### src/rtl/memory_arbiter.sv
// memory_arbiter: shares a single-port RAM between instruction fetch (IF),
// the load/store datapath (DM) and the I/O program loader (IO).
// One transaction at a time: IDLE -> ACCESS -> [WAIT] -> RESP -> IDLE.
// Build option: define ARB_RR_EN for round-robin arbitration; without it
// the fixed priority DM > IF > IO applies.
module memory_arbiter #(
  parameter int ADDR_W  = 16,
  parameter int DATA_W  = 32,
  parameter int MEM_LAT = 1
) (
  input  logic              clock,
  input  logic              reset,
  input  logic              if_req,
  input  logic [ADDR_W-1:0] if_addr,
  output logic              if_ack,
  input  logic              dm_req,
  input  logic              dm_we,
  input  logic [ADDR_W-1:0] dm_addr,
  input  logic [DATA_W-1:0] dm_wdata,
  output logic              dm_ack,
  input  logic              io_req,
  input  logic              io_we,
  input  logic [ADDR_W-1:0] io_addr,
  input  logic [DATA_W-1:0] io_wdata,
  output logic              io_ack,
  output logic [DATA_W-1:0] rdata,
  output logic [1:0]        owner,
  output logic              mem_en,
  output logic              mem_we,
  output logic [ADDR_W-1:0] mem_addr,
  output logic [DATA_W-1:0] mem_wdata,
  input  logic [DATA_W-1:0] mem_rdata
);

  // Latencies outside 1..7 collapse to a single-cycle read.
  localparam int         LAT_EFF  = ((MEM_LAT < 1) || (MEM_LAT > 7)) ? 1 : MEM_LAT;
  localparam logic [2:0] LAT_LOAD = 3'(LAT_EFF - 1);

  localparam logic [1:0] OWN_NONE = 2'b00;
  localparam logic [1:0] OWN_IF   = 2'b01;
  localparam logic [1:0] OWN_DM   = 2'b10;
  localparam logic [1:0] OWN_IO   = 2'b11;

  typedef enum logic [1:0] {
    S_IDLE   = 2'b00,
    S_ACCESS = 2'b01,
    S_WAIT   = 2'b10,
    S_RESP   = 2'b11
  } state_e;

  // One-hot ack vector {io, dm, if} for a given owner code.
  function automatic logic [2:0] ack_vec(input logic [1:0] own);
    logic [2:0] v;
    case (own)
      OWN_IF:  v = 3'b001;
      OWN_DM:  v = 3'b010;
      OWN_IO:  v = 3'b100;
      default: v = 3'b000;
    endcase
    return v;
  endfunction

  state_e              state_q;
  logic [1:0]          owner_q;
  logic                we_q;
  logic [ADDR_W-1:0]   addr_q;
  logic [DATA_W-1:0]   wdata_q;
  logic [2:0]          cnt_q;
  logic [DATA_W-1:0]   rdata_q;
  logic [2:0]          ack_q;
  logic                mem_en_q;
  logic                mem_we_q;

  logic [1:0]          grant_d;
  logic                sel_we_d;
  logic [ADDR_W-1:0]   sel_addr_d;
  logic [DATA_W-1:0]   sel_wdata_d;

`ifdef ARB_RR_EN
  // Last granted requester: 0 = IO (reset value, so IF goes first), 1 = IF, 2 = DM.
  logic [1:0] rr_q;

  // Map a granted owner onto the round-robin pointer encoding.
  function automatic logic [1:0] rr_code(input logic [1:0] own);
    logic [1:0] c;
    case (own)
      OWN_IF:  c = 2'd1;
      OWN_DM:  c = 2'd2;
      default: c = 2'd0;
    endcase
    return c;
  endfunction

  // Round-robin winner: search IF -> DM -> IO cyclically, starting after the last grant.
  always_comb begin
    grant_d = OWN_NONE;
    case (rr_q)
      2'd1: begin
        if (dm_req)      grant_d = OWN_DM;
        else if (io_req) grant_d = OWN_IO;
        else if (if_req) grant_d = OWN_IF;
        else             grant_d = OWN_NONE;
      end
      2'd2: begin
        if (io_req)      grant_d = OWN_IO;
        else if (if_req) grant_d = OWN_IF;
        else if (dm_req) grant_d = OWN_DM;
        else             grant_d = OWN_NONE;
      end
      default: begin
        if (if_req)      grant_d = OWN_IF;
        else if (dm_req) grant_d = OWN_DM;
        else if (io_req) grant_d = OWN_IO;
        else             grant_d = OWN_NONE;
      end
    endcase
  end
`else
  // Fixed-priority winner: DM first, then IF, then IO.
  always_comb begin
    grant_d = OWN_NONE;
    if (dm_req)      grant_d = OWN_DM;
    else if (if_req) grant_d = OWN_IF;
    else if (io_req) grant_d = OWN_IO;
    else             grant_d = OWN_NONE;
  end
`endif

  // Route the winner's address/we/wdata toward the latches; IF is always a read.
  always_comb begin
    sel_we_d    = 1'b0;
    sel_addr_d  = {ADDR_W{1'b0}};
    sel_wdata_d = {DATA_W{1'b0}};
    case (grant_d)
      OWN_IF: begin
        sel_we_d    = 1'b0;
        sel_addr_d  = if_addr;
        sel_wdata_d = {DATA_W{1'b0}};
      end
      OWN_DM: begin
        sel_we_d    = dm_we;
        sel_addr_d  = dm_addr;
        sel_wdata_d = dm_wdata;
      end
      OWN_IO: begin
        sel_we_d    = io_we;
        sel_addr_d  = io_addr;
        sel_wdata_d = io_wdata;
      end
      default: begin
        sel_we_d    = 1'b0;
        sel_addr_d  = {ADDR_W{1'b0}};
        sel_wdata_d = {DATA_W{1'b0}};
      end
    endcase
  end

  // Transaction FSM with registered RAM controls, acks and read data.
  always_ff @(posedge clock or negedge reset) begin
    if (!reset) begin
      state_q  <= S_IDLE;
      owner_q  <= OWN_NONE;
      we_q     <= 1'b0;
      addr_q   <= {ADDR_W{1'b0}};
      wdata_q  <= {DATA_W{1'b0}};
      cnt_q    <= 3'd0;
      rdata_q  <= {DATA_W{1'b0}};
      ack_q    <= 3'b000;
      mem_en_q <= 1'b0;
      mem_we_q <= 1'b0;
`ifdef ARB_RR_EN
      rr_q     <= 2'd0;
`endif
    end else begin
      // Acks and RAM strobes are single-cycle pulses unless re-asserted below.
      ack_q    <= 3'b000;
      mem_en_q <= 1'b0;
      mem_we_q <= 1'b0;
      case (state_q)
        S_IDLE: begin
          if (grant_d != OWN_NONE) begin
            owner_q  <= grant_d;
            we_q     <= sel_we_d;
            addr_q   <= sel_addr_d;
            wdata_q  <= sel_wdata_d;
            mem_en_q <= 1'b1;
            mem_we_q <= sel_we_d;
            state_q  <= S_ACCESS;
`ifdef ARB_RR_EN
            rr_q     <= rr_code(grant_d);
`endif
          end else begin
            state_q  <= S_IDLE;
          end
        end
        S_ACCESS: begin
          if (we_q) begin
            ack_q   <= ack_vec(owner_q);
            state_q <= S_RESP;
          end else if (LAT_EFF == 1) begin
            rdata_q <= mem_rdata;
            ack_q   <= ack_vec(owner_q);
            state_q <= S_RESP;
          end else begin
            cnt_q   <= LAT_LOAD;
            state_q <= S_WAIT;
          end
        end
        S_WAIT: begin
          cnt_q <= cnt_q - 3'd1;
          if (cnt_q == 3'd1) begin
            rdata_q <= mem_rdata;
            ack_q   <= ack_vec(owner_q);
            state_q <= S_RESP;
          end else begin
            state_q <= S_WAIT;
          end
        end
        S_RESP: begin
          owner_q <= OWN_NONE;
          state_q <= S_IDLE;
        end
        default: begin
          owner_q <= OWN_NONE;
          state_q <= S_IDLE;
        end
      endcase
    end
  end

  assign if_ack    = ack_q[0];
  assign dm_ack    = ack_q[1];
  assign io_ack    = ack_q[2];
  assign rdata     = rdata_q;
  assign owner     = owner_q;
  assign mem_en    = mem_en_q;
  assign mem_we    = mem_we_q;
  assign mem_addr  = addr_q;
  assign mem_wdata = wdata_q;

endmodule

### config.mk
export PLATFORM = sky130hd
export DESIGN_NAME = memory_arbiter
export DESIGN_NICKNAME = d
export VERILOG_FILES = /design/src/rtl/memory_arbiter.sv
export SDC_FILE = /design/constraint.sdc
export NUM_CORES = 1
export LEC_CHECK = 0
export ABC_AREA = 1
export CORE_UTILIZATION = 40
export CTS_CLUSTER_DIAMETER = 60
export CTS_CLUSTER_SIZE = 12
export DETAILED_ROUTE_END_ITERATION = 12
export GPL_TIMING_DRIVEN = 0
export PLACE_DENSITY = 0.88
export SYNTH_ARGS = -nofsm -noshare
export SYNTH_HDL_FRONTEND = slang
export SYNTH_SLANG_ARGS = --single-unit
### constraint.sdc
create_clock -name clock -period 1.68 [get_ports clock]
set_input_delay 0.504 -clock clock [delete_from_list [all_inputs] [get_ports clock]]
set_output_delay 0.504 -clock clock [all_outputs]
set_load 0.01 [all_outputs]
==> results.tsv <==
metric	value	unit
startpoint_type	input port	
antenna_left	0	
num_vias	4686	
synthCells	585	
end_kind	register	
cts_tree	built	
setup_slack	0.101	ns
fin_nets	989	
swShare	0.381	
required	1.95	ns
core_region_area	11000	sq um
dr.pass1.iters	6	
place_hpwl	10500	um
synth_seq_cells	93	
path_cells	clkdlybuf4s50_1 -> inv_2 -> buf_6 -> nand2_2 -> a21oi_4 -> buf_4 -> nand2_1 -> nand2_1	
ios	238	
p_switching	0.00405	W
crit_fanout	10	
drc	0	
gp_congestion	0.795	
critPathKind	in -> reg	
synth.area.top_cells	dfrtp_1 (51%), nand2_1 (23%), nand3_1 (5.8%)	
clock_power_share	0.191	
routedWlPerCell	13.8	um
slew_violations	0	
cts-root-buf	clkbuf_16	
leakage	3.95	nW
dr.first_iter.drc_count	294	
ir_worst_vdd	1.01	mV
htree_levels	3	
yosys_warnings	0	
synth.cell_area	4550	sq um
dieArea	11800	sq um
synth_top_area_frac	0.512	
synth_ff_type	dfrtp_1	
seq_area_frac_synth	0.512	
worst_pin_slew	0.585	ns
worst_path_most_repeated_cell	nand2_1	
syn_avg_cell_area	7.78	sq um
p_per_area	1450	nW/um^2
clock.fmax	633	MHz
clkTransAtPathRegs	0.07	ns
critPathTopFamily	buffers and inverters	
clkLatencyLatePin	0.33	ns
postCtsSetupBuffers	0	
antenna_cells	0	
cp_data_arrival_time	1.84	ns
rows	38	
synthDistinctLibCells	23	
final_core_util	0.666	
synth_fp_nets	742	
vias_per_cell	4.80	
start_util	0.414	
final_hold_viol_count	0	
rsz0062_at_grt	no	
p_comb_frac	0.455	
maxCapViolations	0	
die_h	109	um
slowest_delay	0.42	ns
crit_slowest_cell	clkdlybuf4s50_1	
finalWirelength	13500	um
fin_skew	0.00588	ns
p_int	0.00659	W
status	complete, no violations	
first_global_vias	4767	
fin_crit_sh	0.940	
synth.most_common_cell	nand2_1	
die_x	109	um
pre_cts_slack	-0.294	ns
clkSinkCount	93	
p_total	0.0106	W
overflow	0	
grt_max_degree	55	
critPathBufInv	4	
synth_edf_count	0	
yosys.area.top_type	dfrtp_1	
cts_buffer_depth	2	
hold_path.class	in -> async	
area_delta_synth_final	60.9	%
port_buffers	235	
finalWorstPathRequiredPeriod	1.58	ns
grt_pass1_wl	21800	um
grt_usage	0.237	
numCtsBuffers	9	
setup_viol	0	
synthTopCellsByCount	nand2_1 (284), dfrtp_1 (93), nand3_1 (53), inv_1 (46), o21ai_1 (21)	
power.share.sequential	0.354	
drive_gt1_frac	0.0681	
grt_antenna_before_repair	0	
relSlewSlack	0.610	
async_flop_share	1.00	
==> flip-flops by register name (all words and copies together) (netlist names), 2 cells and up <==
| name | cells |
|---|---|
| cnt_q | 3 |
| owner | 2 |
| mem_addr | 16 |
| rdata | 32 |
| state_q | 2 |
| ack_q | 3 |
| mem_wdata | 32 |
==> final timing paths <==
kind	depth (start not counted)	slack [ns]	startpoint	to
worst max-delay path	8	0.10	if_req	mem_wdata[16]
worst min-delay path	1	0.14	reset	rdata[14]
worst max register to register	8	0.15	state_q[0]	rdata[12]
worst min register to register	2	0.46	rdata[30]	rdata[30]
max in group asynchronous	2	0.88	reset	mem_wdata[27]
min in group clock	2	0.46	rdata[30]	rdata[30]
==> what timing repair did <==
| action | in CTS | in global routing |
|---|---|---|
| hold buffers | 0 | 0 |
| setup endpoints to repair | 87 | 37 |
| hold endpoints to repair | 0 | 0 |
| resized for setup | 87 | 12 |
==> area by class of cell <==
| type | instances | area [sq um] |
|---|---|---|
| buffer | 33 | 239 |
| clock buffer | 10 | 229 |
| clock inverter | 6 | 70.1 |
| fill | 967 | 3660 |
| inverter | 49 | 189 |
| multi-input combinational | 410 | 1820 |
| sequential | 93 | 2330 |
| tap | 140 | 175 |
| timing repair buffer | 236 | 2270 |
==> stage by stage <==
step / instance area, sq um / hold slack, ns / std cells / TNS, ns
3_3_place_gp: 7080 / 0.452 / 960 / -311.82
4_1_cts: 7290 / 0.165 / 977 / 0
6_report: 7320 / 0.145 / 977 / 0
3_5_place_dp: 7100 / 0.458 / 961 / -10.88
2_1_floorplan: 4550 / 0.208 / 585 / 0
5_1_grt: 7320 / 0.184 / 977 / 0
==> cells in the final DEF (no fill, tap or decap), drive strengths merged, types with 3 or more instances in the layout <==
master           n
nand4           16
inv             51
buf             26
nand2          287
dlygate4sd2     87
nand3           55
nor2             6
o21ai           35
ha               6
clkbuf          19
clkinv           3
a21oi            3
dfrtp           93
clkdlybuf4s50  147
==> routing by layer <==
metal / track usage / share of wire / vias up / wire length (um)
met2: 0.417 / 0.49 / 201 / 6560
li1: - / - / 2317 / -
met3: 0.0658 / 0.086 / 31 / 1160
met5: 0 / 0 / - / 0
met4: 0.0927 / 0.028 / 0 / 377
met1: 0.274 / 0.40 / 2137 / 5420
==> power by group through the flow <==
stage	Sequential [W]	Combinational, W	Clock (W)
floorplan	0.00421	0.00217	0
finish	0.00376	0.00485	0.00203
CTS	0.00377	0.00489	0.00207
detailed placement	0.00382	0.00549	0
global placement	0.00378	0.00536	0
global route	0.00388	0.00542	0.00216
==> logic make-up (layout without fill, tap and decap cells) <==
logic type                 Yosys count  in the layout  share of synthesized area
AOI/OAI and AO/OA                   38             38                     0.0451
DFF                                 93             93                      0.512
xor gates and xnor gates             2              2                    0.00385
adders and majority gates            6              6                     0.0165
and+or+nand+nor                    364            364                      0.331
buffers and inverters               82            334                     0.0921
(Power assumes the default switching activity.)
==> RTL change (same settings) <==
Set the parameter `DATA_W` to 64 (it was 32).
--- a/src/rtl/memory_arbiter.sv
+++ b/src/rtl/memory_arbiter.sv
@@ -5,7 +5,7 @@
 // the fixed priority DM > IF > IO applies.
 module memory_arbiter #(
   parameter int ADDR_W  = 16,
-  parameter int DATA_W  = 32,
+  parameter int DATA_W  = 64,
   parameter int MEM_LAT = 1
 ) (
   input  logic              clock,
Interface: changed (5 resized); port bits go from 238 to 398. The function was not compared with the original's and may differ.
==> RTL change against the unedited design <==
- clock skew increased by 0.0076 ns
- non-clock buffer count up 197
- synthesized area rose by 62%
- clock power is 82% higher
- largest power group unchanged
- sequential power up 70%
- final area up 67%
- setup slack got worse by 0.064 ns
- global-route usage rose by 3.3 points
- power grew 76%
- combinational power is 78% higher
- routed wire length rose by 92%
- synthesized cell count is 65% higher
- sequential cell count up 64
==> RTL change: results (changes against the unedited design) <==
Synth
  • Post-synthesis cell count: 963 (+65%)
  • Seq/Total Area, Yosys: 53.3% (+2.2 points)
  • Syn Nets: 1,216 (+64%)
  • Post-synthesis xor/xnor area fraction: 0.238% (-0.15 points)
  • Distinct cell type count after synthesis: 17 (-26%)

Clock tree
  • Clk Latency, worst-skew pair: 0.42 ns (+0.09 ns)
  • Num CTS Buffers: 17 (+8)

Global route
  • First-pass GRT wire length: 38,900 um (+78%)
  • Pin count of the biggest net entering global routing: 81 (+47%)
  • Gr usage total: 27.1% (+3.3 points)

STA
  • Slew @ Worst Pin: 0.753 ns (+0.168 ns)
  • Worst Skew: 0.0135 ns (+0.00761 ns)

Detailed routing
  • TritonRoute pass-1 iters: 5 (-1)
  • Routed len/inst: 16.0 um (+15%)
  • Final WL: 26,000 um (+92%)

Setup path
  • Slowest stage cell, crit path: dfrtp_1
  • CP peak stage delay: 0.40 ns (-0.02 ns)
  • Register-to-Register Path Depth: 9 (+1)
  • Flop2flop setup slack: 0.06 ns (-0.09 ns)
  • Worst EP arrival: 1.14 ns (-0.70 ns)
  • Worst reg2reg startpoint: state_q[1]
  • RR Endpoint: rdata[45]
  • Max FO, Critical Path: 4 (-6)
  • CP delay by family, top: flip-flops

Placed design
  • Placement Cell Area: 0.0116 mm^2 (+64%)
  • DP HPWL: 19,900 um (+89%)
  • I/O Buffers: 396 (+69%)
  • GPL Wtd Cong: 0.940 (+18%)

Pwr
  • VDD IR max: 0.00107 V (+6.0%)
  • Leakage: 6.67 nW (+69%)

Layout
  • Proportion of layout cells with a drive suffix above 1: 7.92% (+1.1 points)
  • Final-stage net count: 1,643 (+66%)

Run status
  • Status: finished clean
RTL change: cell type report:
type,instances,area (um^2)
multi-input combinational,667,2870
clock inverter,10,119
clock buffer,20,437
inverter,81,304
tap,229,287
buffer,58,382
fill,1434,5790
sequential,157,3930
timing repair buffer,408,3910
RTL change: stage by stage:
stage	utilization, %	hold WS [ns]	power [mW]	setup WS [ns]	setup TNS [ns]
2_1_floorplan	-	0.208	10.5	0.213	0
3_3_place_gp	64.4	0.453	15.5	-6.16	-1012.73
3_5_place_dp	64.6	0.457	15.8	-0.596	-51.22
4_1_cts	67.1	0.135	18.6	0.000485	0
5_1_grt	67.9	0.163	20.1	-0.00520	-0.00520
6_report	67.9	0.109	18.7	0.0374	0
RTL change: where the power goes:
group / leakage, nW / internal (mW) / switching (mW)
combinational: 4.40 / 3.79 / 4.87
clock: 0.262 / 2.17 / 1.52
sequential: 2.00 / 5.50 / 0.901
total: 6.67 / 11.5 / 7.29
RTL change: how the worst max path moves through the flow:
stage | from | end | slack, ns | depth (start not counted)
4_1_cts | mem_wdata[36] | mem_wdata[36] | 0.0005 | 1
5_1_grt | if_req | mem_wdata[63] | -0.005 | 9
2_1_floorplan | state_q[0] | rdata[10] | 0.21 | 8
3_5_place_dp | dm_req | mem_wdata[28] | -0.60 | 8
3_3_place_gp | reset | rdata[27] | -6.16 | 1
6_report | owner[0] | owner[0] | 0.04 | 1
RTL change: routing by layer:
metal	track usage (%)	vias up	wire length, um
met5	0	-	0
met4	13.2	0	980
met3	7.54	66	2130
met2	47.8	365	13300
met1	29.8	3671	9590
li1	-	3829	-
RTL change: repair_timing:
item | in CTS | in global routing
pin swaps | 1 | 4
setup buffers | 2 | 7
endpoints found under the setup margin | 272 | 128
gates cloned | 1 | 2
gates resized for setup | 174 | 34
